--- src/rtl/mul_div_unit.sv ---
// mul_div_unit: multi-cycle signed multiply (shift-add) / divide (restoring) unit with register-file write-back.
module mul_div_unit #(
  parameter int DATA_PATH_WIDTH = 8,
  parameter int ADDR_WIDTH      = 4
) (
  input  logic                              clk,
  input  logic                              rst_n,
  input  logic                              start,
  input  logic [1:0]                        op,
  input  logic signed [DATA_PATH_WIDTH-1:0] operand_a,
  input  logic signed [DATA_PATH_WIDTH-1:0] operand_b,
  input  logic [ADDR_WIDTH-1:0]             dest_addr,
  output logic                              busy,
  output logic                              done,
  output logic                              wb_wen,
  output logic [ADDR_WIDTH-1:0]             wb_waddr,
  output logic signed [DATA_PATH_WIDTH-1:0] wb_data
);
  localparam int W  = DATA_PATH_WIDTH;
  localparam int CW = $clog2(W);

  typedef enum logic [1:0] {IDLE, CALC, FIX, WB} state_t;

  state_t              state_q, state_d;
  logic [1:0]          op_q, op_d;
  logic                sa_q, sa_d, sb_q, sb_d;
  logic [2*W-1:0]      ma_q, ma_d, acc_q, acc_d;
  logic [W:0]          mb_q, mb_d;
  logic [CW-1:0]       cnt_q, cnt_d;
  logic [ADDR_WIDTH-1:0] dest_q, dest_d;
  logic [W-1:0]        res_q, res_d;

  logic [W:0]   a_ext, b_ext, mag_a, mag_b, shifted;
  logic [W+1:0] diff;
  logic         ge;
  logic [2*W-1:0] prod;
  logic [W-1:0] quo, rem, fix_res;

  // magnitudes are W+1 bits wide so the most negative operand stays positive
  assign a_ext = {operand_a[W-1], operand_a};
  assign b_ext = {operand_b[W-1], operand_b};
  assign mag_a = operand_a[W-1] ? -a_ext : a_ext;
  assign mag_b = operand_b[W-1] ? -b_ext : b_ext;

  // restoring step: ma_q[W-1:0] shifts dividend bits out and quotient bits in, acc_q holds the partial remainder
  assign shifted = {acc_q[W-1:0], ma_q[W-1]};
  assign diff    = {1'b0, shifted} - {1'b0, mb_q};
  assign ge      = ~diff[W+1];

  assign prod = (sa_q ^ sb_q) ? -acc_q : acc_q;
  assign quo  = (sa_q ^ sb_q) ? -ma_q[W-1:0] : ma_q[W-1:0];
  assign rem  = sa_q ? -acc_q[W-1:0] : acc_q[W-1:0];
  // a zero divisor leaves |a| as the remainder, so only the quotient needs overriding
  assign fix_res = op_q == 2'b00 ? prod[W-1:0] :
                   op_q == 2'b01 ? prod[2*W-1:W] :
                   op_q == 2'b10 ? (mb_q == '0 ? '1 : quo) : rem;

  always_comb begin
    state_d = state_q;
    op_d    = op_q;
    sa_d    = sa_q;
    sb_d    = sb_q;
    ma_d    = ma_q;
    mb_d    = mb_q;
    acc_d   = acc_q;
    cnt_d   = cnt_q;
    dest_d  = dest_q;
    res_d   = res_q;
    case (state_q)
      IDLE: if (start) begin
        state_d = CALC;
        op_d    = op;
        sa_d    = operand_a[W-1];
        sb_d    = operand_b[W-1];
        ma_d    = {{(W-1){1'b0}}, mag_a};
        mb_d    = mag_b;
        acc_d   = '0;
        cnt_d   = '0;
        dest_d  = dest_addr;
      end
      CALC: begin
        cnt_d = cnt_q + 1'b1;
        if (op_q[1]) begin
          acc_d = {{(W-1){1'b0}}, ge ? diff[W:0] : shifted};
          ma_d  = {{W{1'b0}}, ma_q[W-2:0], ge};
        end else begin
          acc_d = acc_q + (mb_q[0] ? ma_q : '0);
          ma_d  = {ma_q[2*W-2:0], 1'b0};
          mb_d  = {1'b0, mb_q[W:1]};
        end
        state_d = cnt_q == CW'(W-1) ? FIX : CALC;
      end
      FIX: begin
        res_d   = fix_res;
        state_d = WB;
      end
      default: state_d = IDLE;
    endcase
  end

  always_ff @(posedge clk or negedge rst_n) begin
    if (!rst_n) begin
      state_q <= IDLE;
      op_q    <= '0;
      sa_q    <= 1'b0;
      sb_q    <= 1'b0;
      ma_q    <= '0;
      mb_q    <= '0;
      acc_q   <= '0;
      cnt_q   <= '0;
      dest_q  <= '0;
      res_q   <= '0;
    end else begin
      state_q <= state_d;
      op_q    <= op_d;
      sa_q    <= sa_d;
      sb_q    <= sb_d;
      ma_q    <= ma_d;
      mb_q    <= mb_d;
      acc_q   <= acc_d;
      cnt_q   <= cnt_d;
      dest_q  <= dest_d;
      res_q   <= res_d;
    end
  end

  assign busy     = state_q != IDLE;
  assign done     = state_q == WB;
  assign wb_wen   = state_q == WB;
  assign wb_waddr = dest_q;
  assign wb_data  = res_q;
endmodule

--- config.mk ---
export PLATFORM = sky130hd
export DESIGN_NAME = mul_div_unit
export DESIGN_NICKNAME = d
export VERILOG_FILES = /design/src/rtl/mul_div_unit.sv
export SDC_FILE = /design/constraint.sdc
export NUM_CORES = 1
export LEC_CHECK = 0
export CAP_MARGIN = 20
export CORE_AREA = 3 3 101 103
export DETAILED_ROUTE_END_ITERATION = 10
export DIE_AREA = 0 0 104 106
export HOLD_SLACK_MARGIN = 0.02
export PLACE_DENSITY = 0.76
export SLEW_MARGIN = 10
export SYNTH_ARGS = -nofsm -noshare
export SYNTH_HDL_FRONTEND = slang
export SYNTH_SLANG_ARGS = --single-unit
--- constraint.sdc ---
create_clock -name clk -period 2.3 [get_ports clk]
set_input_delay 0.345 -clock clk [delete_from_list [all_inputs] [get_ports clk]]
set_output_delay 0.345 -clock clk [all_outputs]
set_load 0.05 [all_outputs]
==> results.yml <==
pwr:
  p_leak_nw: 2.974
  ir_drop_uv: 956.4
  powerDensity_nw_per_um2: 1621
worst_hold_path:
  hold_class: "reg -> reg"
sta:
  setup_viol: 13
  relSlewSlack_pct: 40.82
  tightestPinTransition_ns: 0.8844
  rsz0062_at_grt: "yes"
  max_freq_mhz: 397.1
  finalCritPeriodShare_pct: 109.5
  final_hold_viol_count: 0
  drv_slew: 0
  fin_worst_skew_ns: 0.01329
  setup_ws_ns: -0.2185
  fin_crit_ns: 2.519
synth:
  synth_common_cells: "dfrtp_1, nand2_1, a21oi_1, nor2_1, o21ai_0"
  ys_seq_elements: 62
  yosys_warnings: 0
  seq_area_frac_synth_pct: 31.02
  synth_area_leaders: "dfrtp_1, ha_1, xnor2_1"
  synthCells: 588
  synthDistinctLibCells: 69
  ys.flop_type: "dfrtp_1"
  syn_nets: 646
  synth-edff-count: 0
  yosys.area.top_type: "dfrtp_1"
  yosysTopAreaCellShare_pct: 31.02
  avgSynthCellArea_um2: 8.507
  yosysMostFrequentCell: "dfrtp_1"
  async_flop_share_pct: 100.0
  synthesis.area_um2: 5002
cts:
  cts.sinks: 62
  worstSkewPairLatency_ns: 0.36
  cts_inserted_buffers: 9
  cts_tree: "yes"
  clockBufferDepth: 2
  cts.clk_slew.worst_paths_ns: 0.08
  cts_max_level: 3
  cts_root_buf: "clkbuf_8"
finish:
  drive_above_1_share_pct: 28.23
  antenna_cells: 0
  syn2layout_area_growth_pct: 35.89
  final_area_um2: 6798
  nNetsFinal: 758
die:
  floorplan.initialDensity_pct: 53.88
  die-area_um2: 11020
  core_um2: 9284
  fp.dieW_um: 104
  rows: 35
  ioPinCount: 40
  die_height_um: 106
setup_path:
  arrival_ns: 2.77
  crit_fanout: 7
  critPathLaunchType: "flip-flop"
  crit_required_ns: 2.55
  worstSetupPathType: "reg -> reg"
  cp-end-kind: "flip-flop"
global_routing:
  grt_pass1_vias: 5126
  grt_pass1_wl_um: 25270
  track_usage_pct: 28.26
  antenna_found_initial: 0
  grt-ovfl-total: 0
  grt_max_degree: 44
drt:
  drt_iter0_markers: 402
  antenna_left: 0
  vias: 5218
  wl_um: 16290
  viasPerCell: 6.257
  drc_errors: 0
  drt_pass1_iterations: 5
  avgRoutedWirePerCell_um: 19.53
place:
  dp.final_hpwl_um: 10800
  placed_cell_area_um2: 6016
  gp_congestion: 0.9242
  dp_slack_ns: -0.1933
  port_buffers: 39
job:
  maxCapViolCount: 0
status:
  violations: "setup timing"
  status: "finished, violations left"
[cell type report]
cell class,instances,area (um^2)
tap,129,161.4
sequential,62,1554
clock inverter,7,105.1
clock buffer,9,123.9
timing repair buffer,131,1120
multi-input combinational,467,3625
inverter,29,108.9
fill,632,2486
[sequential cells by signal, indices dropped and copies added, names as in the netlist]
signal	cells
sb_q	1
wb_waddr	4
sa_q	1
op_q	2
ma_q	16
wb_data	8
mb_q	9
cnt_q	3
acc_q	16
state_q	2
[critical path, stage by stage (launching register included)]
cell	delay, ns
dfrtp_2	0.48
buf_6	0.17
buf_4	0.13
and2_1	0.18
ha_4	0.25
a21o_1	0.19
a21oi_1	0.30
a21boi_2	0.12
or3_1	0.32
a32o_1	0.26
[logic make-up (layout without fill, tap and decap cells)]
group           count (synthesis)  count (layout)  share of synthesized area, %
xor+xnor                       46              46                         8.054
buf+inv                        59             176                         4.677
simple gates                  174             174                         17.13
compound gates                195             195                         26.44
fa+ha+maj                      33              33                         8.554
mux                            19              19                         4.127
flops                          62              62                         31.02
[placed cells by master (no fill, tap or decap), types with 5 or more instances in the layout]
master / synthesis / final
a211oi_1: 8 / 6
a21o_1: 9 / 9
a21oi_1: 45 / 38
a21oi_2: 3 / 7
a221oi_1: 7 / 5
a22o_1: 10 / 10
a31oi_1: 7 / 6
and2_1: 14 / 11
buf_4: 1 / 86
buf_6: 0 / 5
clkbuf_8: 0 / 9
clkdlybuf4s50_1: 0 / 35
dfrtp_1: 62 / 60
ha_1: 31 / 16
ha_2: 0 / 5
ha_4: 0 / 10
inv_1: 28 / 25
mux2_2: 9 / 8
mux2i_1: 9 / 9
nand2_1: 49 / 48
nand2b_1: 6 / 5
nand3_1: 8 / 7
nor2_1: 44 / 43
nor2b_1: 10 / 8
nor3_1: 13 / 13
o211ai_1: 7 / 7
o21ai_0: 39 / 26
o21ai_1: 7 / 14
o21ai_2: 0 / 5
o22ai_1: 7 / 7
o31ai_1: 9 / 7
or3_1: 5 / 5
xnor2_1: 27 / 26
xor2_1: 19 / 19
[per-stage QoR]
stage          power, mW  setup TNS [ns]  std cells  hold WS, ns  util, %
6_report           11.02         -0.9332        834       0.4866    73.22
5_1_grt            11.70          -1.973        834       0.5194    73.22
4_1_cts            10.26         -0.1244        828       0.4891    70.55
3_5_place_dp       8.626         -0.8441        798       0.3525    64.80
3_3_place_gp       8.367         -0.2005        798       0.3376    64.80
2_1_floorplan      6.444               0        588      0.04941        -
[path summary, 6_finish.rpt]
kind                       slack (ns)         end        from  cells after the start
hold reg to reg                  0.49  wb_data[2]  wb_data[2]                      2
setup / recovery                -0.22   acc_q[12]     mb_q[0]                      9
setup reg to reg                -0.22   acc_q[12]     mb_q[0]                      9
hold / removal                   0.49  wb_data[2]  wb_data[2]                      2
max in group asynchronous        1.16     mb_q[0]       rst_n                      3
min in group asynchronous        0.50   acc_q[14]       rst_n                      2
[timing repair]
action,4_1_cts,5_1_grt
gates cloned,0,0
resized for setup,49,43
setup buffers,13,6
endpoints found under the setup margin,16,23
hold buffers,1,0
pin swaps,18,32
endpoints found under the hold margin,19,0
[where the power goes]
part           switching [mW]  internal, mW  leakage [nW]
clock                   0.518         0.627         0.112
combinational            4.30          3.55          2.08
sequential              0.500          1.52         0.779
[metal layers]
metal  share of wire (%)  track usage (%)  wire [um]  up-vias
met3                 7.5            5.282       1214       71
met4                 4.0            12.73        656        0
met2                  49            47.91       7967      284
met5                   0                0          0        -
met1                  40            35.10       6447     2489
li1                    -                -          -     2374
Note: power is estimated with default switching activity, not from simulation.
